File: config.mk
export PLATFORM = sky130hd
export DESIGN_NAME = mainfsm_flat
export DESIGN_NICKNAME = d
export VERILOG_FILES = /design/src/rtl/mainfsm_if.sv /design/src/rtl/mainfsm.sv /design/src/flat_wrapper.sv
export SDC_FILE = /design/constraint.sdc
export NUM_CORES = 1
export LEC_CHECK = 0
export CORE_MARGIN = 4
export CORE_UTILIZATION = 40
export DETAILED_ROUTE_END_ITERATION = 6
export PLACE_DENSITY = 0.78
export SYNTH_ARGS = -nofsm -noshare
export SYNTH_HDL_FRONTEND = slang
export SYNTH_SLANG_ARGS = --single-unit
File: constraint.sdc
create_clock -name clk -period 3.2 [get_ports clk]
set_input_delay 0.96 -clock clk [delete_from_list [all_inputs] [get_ports clk]]
set_output_delay 0.96 -clock clk [all_outputs]
set_load 0.05 [all_outputs]
File: src/rtl/mainfsm_if.sv
// mainfsm_if: instruction fields into, and control outputs out of, the main FSM
interface mainfsm_if;
  logic [1:0] Op;
  logic [5:0] Funct;
  logic [3:0] State;
  logic       IRWrite;
  logic       NextPC;
  logic       RegW;
  logic       MemW;
  logic       Branch;
  logic       AdrSrc;
  logic [1:0] ResultSrc;
  logic       ALUSrcA;
  logic [1:0] ALUSrcB;
  logic       ALUOp;
  modport master (
    output Op, Funct,
    input  State, IRWrite, NextPC, RegW, MemW, Branch, AdrSrc, ResultSrc, ALUSrcA, ALUSrcB, ALUOp
  );
  modport slave (
    input  Op, Funct,
    output State, IRWrite, NextPC, RegW, MemW, Branch, AdrSrc, ResultSrc, ALUSrcA, ALUSrcB, ALUOp
  );
endinterface

File: src/rtl/mainfsm.sv
// mainfsm: Moore main controller sequencing fetch, decode and execute of the multicycle ARM
module mainfsm (
  input logic      clk,
  input logic      reset,
  mainfsm_if.slave bus
);
  typedef enum logic [3:0] {
    FETCH    = 4'd0,
    DECODE   = 4'd1,
    MEMADR   = 4'd2,
    MEMREAD  = 4'd3,
    MEMWB    = 4'd4,
    MEMWRITE = 4'd5,
    EXECUTER = 4'd6,
    EXECUTEI = 4'd7,
    ALUWB    = 4'd8,
    BRANCH   = 4'd9
  } state_t;
  // plain vector so the illegal codes 10-15 stay representable and recover to FETCH
  logic [3:0]  state, next_state;
  logic [11:0] ctrl;
  logic        unused_funct;
  assign unused_funct = &{1'b0, bus.Funct[4:1]};
  // state register; reset wins over any transition
  always_ff @(posedge clk)
    state <= reset ? FETCH : next_state;
  // next-state logic; Op/Funct only matter in DECODE and MEMADR
  always_comb begin
    next_state = FETCH;
    case (state)
      FETCH:              next_state = DECODE;
      DECODE:             next_state = bus.Op == 2'b01 ? MEMADR :
                                       bus.Op == 2'b10 ? BRANCH :
                                       bus.Op == 2'b11 ? FETCH  :
                                       bus.Funct[5]    ? EXECUTEI : EXECUTER;
      MEMADR:             next_state = bus.Funct[0] ? MEMREAD : MEMWRITE;
      MEMREAD:            next_state = MEMWB;
      EXECUTER, EXECUTEI: next_state = ALUWB;
      default:            next_state = FETCH;
    endcase
  end
  // output decode from state only: IRWrite NextPC RegW MemW Branch AdrSrc ResultSrc ALUSrcA ALUSrcB ALUOp
  always_comb begin
    ctrl = '0;
    case (state)
      FETCH:    ctrl = 12'b11_000_0_10_1_10_0;
      DECODE:   ctrl = 12'b00_000_0_10_1_10_0;
      MEMADR:   ctrl = 12'b00_000_0_00_0_01_0;
      MEMREAD:  ctrl = 12'b00_000_1_00_0_00_0;
      MEMWB:    ctrl = 12'b00_100_0_01_0_00_0;
      MEMWRITE: ctrl = 12'b00_010_1_00_0_00_0;
      EXECUTER: ctrl = 12'b00_000_0_00_0_00_1;
      EXECUTEI: ctrl = 12'b00_000_0_00_0_01_1;
      ALUWB:    ctrl = 12'b00_100_0_00_0_00_0;
      BRANCH:   ctrl = 12'b00_001_0_10_0_01_0;
      default:  ctrl = '0;
    endcase
  end
  assign bus.State = state;
  assign {bus.IRWrite, bus.NextPC, bus.RegW, bus.MemW, bus.Branch, bus.AdrSrc,
          bus.ResultSrc, bus.ALUSrcA, bus.ALUSrcB, bus.ALUOp} = ctrl;
endmodule

File: src/flat_wrapper.sv
// flat-port wrapper written by rule: the top's interface ports become plain ports
module mainfsm_flat 
  (clk, reset, bus_Op, bus_Funct, bus_State, bus_IRWrite, bus_NextPC, bus_RegW, bus_MemW, bus_Branch, bus_AdrSrc, bus_ResultSrc, bus_ALUSrcA, bus_ALUSrcB, bus_ALUOp);
  mainfsm_if bus_i ();
  input logic clk;
  input logic reset;
  input wire logic [$bits(bus_i.Op)-1:0] bus_Op;
  input wire logic [$bits(bus_i.Funct)-1:0] bus_Funct;
  output wire logic [$bits(bus_i.State)-1:0] bus_State;
  output wire logic [$bits(bus_i.IRWrite)-1:0] bus_IRWrite;
  output wire logic [$bits(bus_i.NextPC)-1:0] bus_NextPC;
  output wire logic [$bits(bus_i.RegW)-1:0] bus_RegW;
  output wire logic [$bits(bus_i.MemW)-1:0] bus_MemW;
  output wire logic [$bits(bus_i.Branch)-1:0] bus_Branch;
  output wire logic [$bits(bus_i.AdrSrc)-1:0] bus_AdrSrc;
  output wire logic [$bits(bus_i.ResultSrc)-1:0] bus_ResultSrc;
  output wire logic [$bits(bus_i.ALUSrcA)-1:0] bus_ALUSrcA;
  output wire logic [$bits(bus_i.ALUSrcB)-1:0] bus_ALUSrcB;
  output wire logic [$bits(bus_i.ALUOp)-1:0] bus_ALUOp;
  assign bus_i.Op = bus_Op;
  assign bus_i.Funct = bus_Funct;
  assign bus_State = bus_i.State;
  assign bus_IRWrite = bus_i.IRWrite;
  assign bus_NextPC = bus_i.NextPC;
  assign bus_RegW = bus_i.RegW;
  assign bus_MemW = bus_i.MemW;
  assign bus_Branch = bus_i.Branch;
  assign bus_AdrSrc = bus_i.AdrSrc;
  assign bus_ResultSrc = bus_i.ResultSrc;
  assign bus_ALUSrcA = bus_i.ALUSrcA;
  assign bus_ALUSrcB = bus_i.ALUSrcB;
  assign bus_ALUOp = bus_i.ALUOp;
  mainfsm u_core (.clk(clk), .reset(reset), .bus(bus_i));
endmodule
==> results of run 1 <==
==> cells in the mapped netlist <==
library cell   n
xor2_1         1
nor2_1         8
or4_4          1
o21ai_0        1
nor2_4         1
clkbuf_1       1
nor4_1         1
o21ba_2        1
nand2_1        1
nor3b_1        2
and3b_2        1
nor4b_2        1
o2111ai_1      1
or3_1          2
inv_2          1
dfxtp_1       14
inv_1          3
a21oi_1        3
buf_4          2
nor3_1         3
o2bb2ai_1      1
or2_1          3
nor3_2         1
==> sequential cells by signal (all words and copies together), names as in the netlist <==
signal,flops
u_core.ctrl,10
u_core.bus.State,4
==> power groups by stage <==
| stage | combinational, µW | clock, µW | sequential (µW) |
|---|---|---|---|
| after floorplan | 37.5 | 0 | 231 |
| after global placement | 106 | 0 | 195 |
| after detailed placement | 107 | 0 | 195 |
| after CTS | 107 | 126 | 192 |
| after global routing | 112 | 136 | 193 |
| final | 106 | 126 | 191 |
==> layout make-up <==
cell class	count	area (µm²)	share of cell area, %
flip-flops and latches	14	280	36.2
repair buffers	21	210	27.1
clock buffers	4	36.3	4.68
well taps	14	17.5	2.26
inverters	4	15.0	1.94
multi-input cells	33	215	27.8
==> final timing paths <==
path	startpoint	end	slack [ns]	depth (start not counted)
setup reg to reg	u_core.bus.State[1]	u_core.ctrl[5]	1.86	3
hold reg to reg	u_core.bus.State[0]	u_core.ctrl[4]	0.59	2
hold / removal	u_core.bus.State[0]	u_core.ctrl[4]	0.59	2
setup / recovery	u_core.bus.State[1]	bus_State[1]	0.61	1
==> kinds of logic after synthesis <==
kind of cell,after synthesis
buffers and inverters,7
xor gates and xnor gates,1
AOI/OAI and AO/OA,7
DFF,14
and+or+nand+nor,25
==> layer usage <==
metal	wire, µm	global-route usage, %	vias up
li1	-	-	231
met1	425	13.3	182
met2	455	18.9	16
met3	82	2.85	5
met4	36	9.04	0
met5	0	0	-
==> cells in the final DEF, fill, tap and decap left out, types with 2 or more instances in the layout <==
cell / instances
inv_1: 3
nor3_1: 3
clkbuf_4: 3
clkdlybuf4s50_1: 21
nor3b_1: 2
or2_1: 3
nor2_1: 8
dfxtp_1: 14
or3_1: 2
a21oi_1: 3
==> stage by stage <==
stage                     utilization, %  cell area [µm²]
after floorplan                        -              529
after global placement              63.0              738
after detailed placement            63.0              738
after CTS                           66.1              774
after global routing                66.1              774
final                               66.1              774
==> results.yml, run 1 <==
floorplan:
  std_cell_rows: 12
  die_x_um: 44.4
  die_y_um: 44.4
  core_area_um2: 1170
  start_util_pct: 45.2
  ios: 26
  dieArea_um2: 1970
power:
  seqPwrFrac_pct: 45.2
  switching_share_pct: 31.2
  switchingPower_uw: 132
  clkPwrFrac_pct: 29.7
  power.total_uw: 423
  combPwrFrac_pct: 25.1
  p_per_area_nw_per_um2: 546
  leakage_uw: 0.000298
  p_int_uw: 291
  peakVddDrop_mv: 0.350
synthesis:
  synth_compound_area_share_pct: 8.98
  synth_top_area_share_pct: 53.0
  avgSynthCellArea_um2: 9.80
  synth_top_family_by_area: "simple AND/OR/NAND/NOR gates"
  syn_area_um2: 529
  synthMuxAreaShare_pct: 0
  synth_top_area_cell: "dfxtp_1"
  synth_xor_area_share_pct: 1.65
  synthAdderAreaFrac_pct: 0
  synth_cell_types: 23
  ys_seq_area_share_pct: 53.0
  ys_ff_latch: 14
  synthSimpleGateAreaFrac_pct: 30.0
  syn_inst: 54
  syn_nets: 64
  synth_area_leaders: "dfxtp_1, nor2_1, or2_1"
  ys_warn_count: 0
sta:
  setup_ws_ns: 0.606
  slew_headroom_pct: 66.3
  rsz0062_at_grt: "no"
  tightest_slew_ns: 0.504
  slew_violations: 0
  fin_worst_skew_ns: 0.00271
  fin_crit_sh_pct: 81.1
  final-setup-viol-count: 0
  hold_viol: 0
  hold_ws_ns: 0.587
  finalCriticalPeriod_ns: 2.59
  fmax_ghz: 0.386
  setup_tns_ns: 0
outcome:
  status: "complete, no violations"
clock_tree:
  ctsHoldBuffers: 0
  cts.htree.levels: 1
  clockBufferDepth: 2
  post_cts_resized: 0
  cts_buffers: 3
  clkSlewWorstSetupHoldPaths_ns: 0.08
  clock_latency_ns: 0.28
  cts-root-buf: "clkbuf_4"
  cts_setup_buffers: 0
  cts_tree: "yes"
  cts_sinks: 14
critical_path:
  critical_path_required_ns: 2.24
  path_cells: "clkdlybuf4s50_1"
  critPathMaxStageDelay_ns: 0.86
  worst-path-buf-inv: 1
  critPathMaxFanout: 9
  critical_path.top_delay_family: "buffers and inverters"
  path_class: "flop to output port"
  start_kind: "flop"
  cp_slowest_cell: "clkdlybuf4s50_1"
  critPathArrivalTime_ns: 1.63
  cp-end-kind: "output port"
global_routing:
  grt_usage_pct: 11.8
  grt_pass1_vias: 380
  grt_max_degree: 10
  antenna_found_initial: 0
  overflow: 0
  grt_pass1_wl_um: 1650
place:
  place_congestion: 0.801
  place_ws_ns: 0.912
  dpl.hpwl_um: 772
  portBuffers: 21
  placed_cells: 86
layout:
  fill_cells: 108
  antenna_cells: 0
  layout-drive-gt1-share_pct: 14.5
  area_delta_synth_final_pct: 46.3
  final_nets: 87
  final_cells: 90
min_path:
  hold_class: "flop to flop"
route:
  via_per_inst: 4.82
  ant_nets: 0
  vias: 434
  dr.pass1.iters: 4
  avgRoutedWirePerCell_um: 11.1
  wirelength_um: 1000
  drtIter0Drc: 7
  drc: 0
flow_run:
  cap_viol_max_count: 0
Note: power is estimated with default switching activity, not from simulation.
==> run 2, diff against run 1 <==
--- a/config.mk
+++ b/config.mk
@@ -6,9 +6,9 @@
 export NUM_CORES = 1
 export LEC_CHECK = 0
 export CORE_MARGIN = 4
-export CORE_UTILIZATION = 40
+export CORE_UTILIZATION = 37
 export DETAILED_ROUTE_END_ITERATION = 6
-export PLACE_DENSITY = 0.78
+export PLACE_DENSITY = 0.72
 export SYNTH_ARGS = -nofsm -noshare
 export SYNTH_HDL_FRONTEND = slang
 export SYNTH_SLANG_ARGS = --single-unit
==> constraint.sdc (replaced) <==
create_clock -name clk -period 2.55 [get_ports clk]
set_input_delay 0.765 -clock clk [delete_from_list [all_inputs] [get_ports clk]]
set_output_delay 0.765 -clock clk [all_outputs]
set_load 0.05 [all_outputs]
==> results.yml, run 2 (synthesis gave the netlist of run 1 again) <==
critical_path:
  worst-path-buf-inv: 1
  path_class: "flop to output port"
  critPathArrivalTime_ns: 1.61
  cp.depth: 1
  critPathMaxStageDelay_ns: 0.86
  critical_path.top_delay_family: "buffers and inverters"
  path_cells: "clkdlybuf4s50_1"
  cp_slowest_cell: "clkdlybuf4s50_1"
  critPathMaxFanout: 9
  reg2regPathDepth: 3
  cp-end-kind: "output port"
  critical_path_required_ns: 1.79
  start_kind: "flop"
floorplan:
  die_x_um: 45.8
  dieArea_um2: 2100
  std_cell_rows: 13
  start_util_pct: 40.2
  core_area_um2: 1320
  ios: 26
  die_y_um: 45.8
power:
  switchingPower_uw: 159
  p_per_area_nw_per_um2: 646
  switching_share_pct: 32.3
  leakage_uw: 0.000291
  seqPwrFrac_pct: 48.7
  p_int_uw: 333
  combPwrFrac_pct: 27.1
  peakVddDrop_mv: 0.331
  clkPwrFrac_pct: 24.2
clock_tree:
  cts_setup_buffers: 0
  cts_buffers: 3
  post_cts_resized: 0
  clock_latency_ns: 0.27
  ctsHoldBuffers: 0
  cts-root-buf: "clkbuf_4"
  cts_tree: "yes"
  clkSlewWorstSetupHoldPaths_ns: 0.08
  clockBufferDepth: 2
  cts.htree.levels: 1
  cts_sinks: 14
sta:
  finalCriticalPeriod_ns: 2.38
  slew_headroom_pct: 66.9
  hold_ws_ns: 0.570
  tightest_slew_ns: 0.494
  fin_crit_sh_pct: 93.3
  rsz0062_at_grt: "no"
  slew_violations: 0
  final-setup-viol-count: 0
  hold_viol: 0
  fmax_ghz: 0.420
  fin_worst_skew_ns: 0.000737
  setup_tns_ns: 0
layout:
  layout-drive-gt1-share_pct: 13.3
  layout_common_cells: "clkdlybuf4s50_1, dfxtp_1, nor2_1"
  multiInputGateArea_um2: 215
  antenna_cells: 0
  seq_area_um2: 280
  area_delta_synth_final_pct: 44.0
  mostFrequentLayoutCell: "clkdlybuf4s50_1"
  largest_reg_flops: 10
  final_nets: 87
  fill_cells: 128
place:
  dpl.hpwl_um: 788
  place_congestion: 0.825
  portBuffers: 21
global_routing:
  grt_max_degree: 10
  grt_pass1_wl_um: 1680
  overflow: 0
  grt_usage_pct: 11.7
  grt_pass1_vias: 409
  antenna_found_initial: 0
route:
  ant_nets: 0
  vias: 451
  via_per_inst: 5.01
  dr.pass1.iters: 1
  avgRoutedWirePerCell_um: 10.9
  wirelength_um: 984
  drtIter0Drc: 0
  drc: 0
outcome:
  status: "complete, no violations"
flow_run:
  cap_viol_max_count: 0
min_path:
  min_path_cells: 2
  hold_class: "flop to flop"
-- run 2: cell types whose count changed in the layout (fill, tap and decap cells not counted) --
| cell | before | now |
|---|---|---|
| clkbuf_8 | 1 | 0 |
-- run 2: layout make-up --
class                      count  area share [%]
clock buffer                   3            2.96
timing repair buffer          21            27.6
tap                           15            2.46
inverter                       4            1.97
multi-input combinational     33            28.2
sequential                    14            36.8
-- run 2: power groups by stage --
stage / Combinational, µW / Sequential, µW / Clock [µW]
2_1_floorplan: 47.0 / 290 / 0
3_3_place_gp: 134 / 245 / 0
3_5_place_dp: 134 / 245 / 0
4_1_cts: 135 / 240 / 123
5_1_grt: 142 / 243 / 138
6_report: 134 / 240 / 119
-- run 2: path summary, 6_finish.rpt --
check	slack, ns	end	start
setup reg to reg	1.21	u_core.ctrl[5]	u_core.bus.State[1]
hold / removal	0.57	u_core.ctrl[1]	u_core.bus.State[0]
setup / recovery	0.17	bus_State[1]	u_core.bus.State[1]
hold reg to reg	0.57	u_core.ctrl[1]	u_core.bus.State[0]
-- run 2: worst reg2reg max path, cell delays in order, from the launching register on --
cell and delay [ns]:
dfxtp_1 0.48, inv_1 0.15, nor4b_2 0.46, nor3_1 0.12
-- run 2: layer usage --
| layer | track usage (%) | wire length (µm) | vias up |
|---|---|---|---|
| li1 | - | - | 227 |
| met3 | 3.56 | 76 | 4 |
| met4 | 10.2 | 22 | 0 |
| met1 | 14.7 | 451 | 205 |
| met5 | 0 | 0 | - |
| met2 | 15.9 | 434 | 15 |
-- run 2: stage by stage --
stage	instance area, µm²	util, %	total power (µW)	instances	setup WS [ns]
after floorplan	529	-	337	54	0.891
after global placement	739	56.1	379	87	0.447
after detailed placement	739	56.1	380	87	0.442
after CTS	762	57.8	498	90	0.158
after global routing	762	57.8	523	90	0.0902
final	762	57.8	493	90	0.171
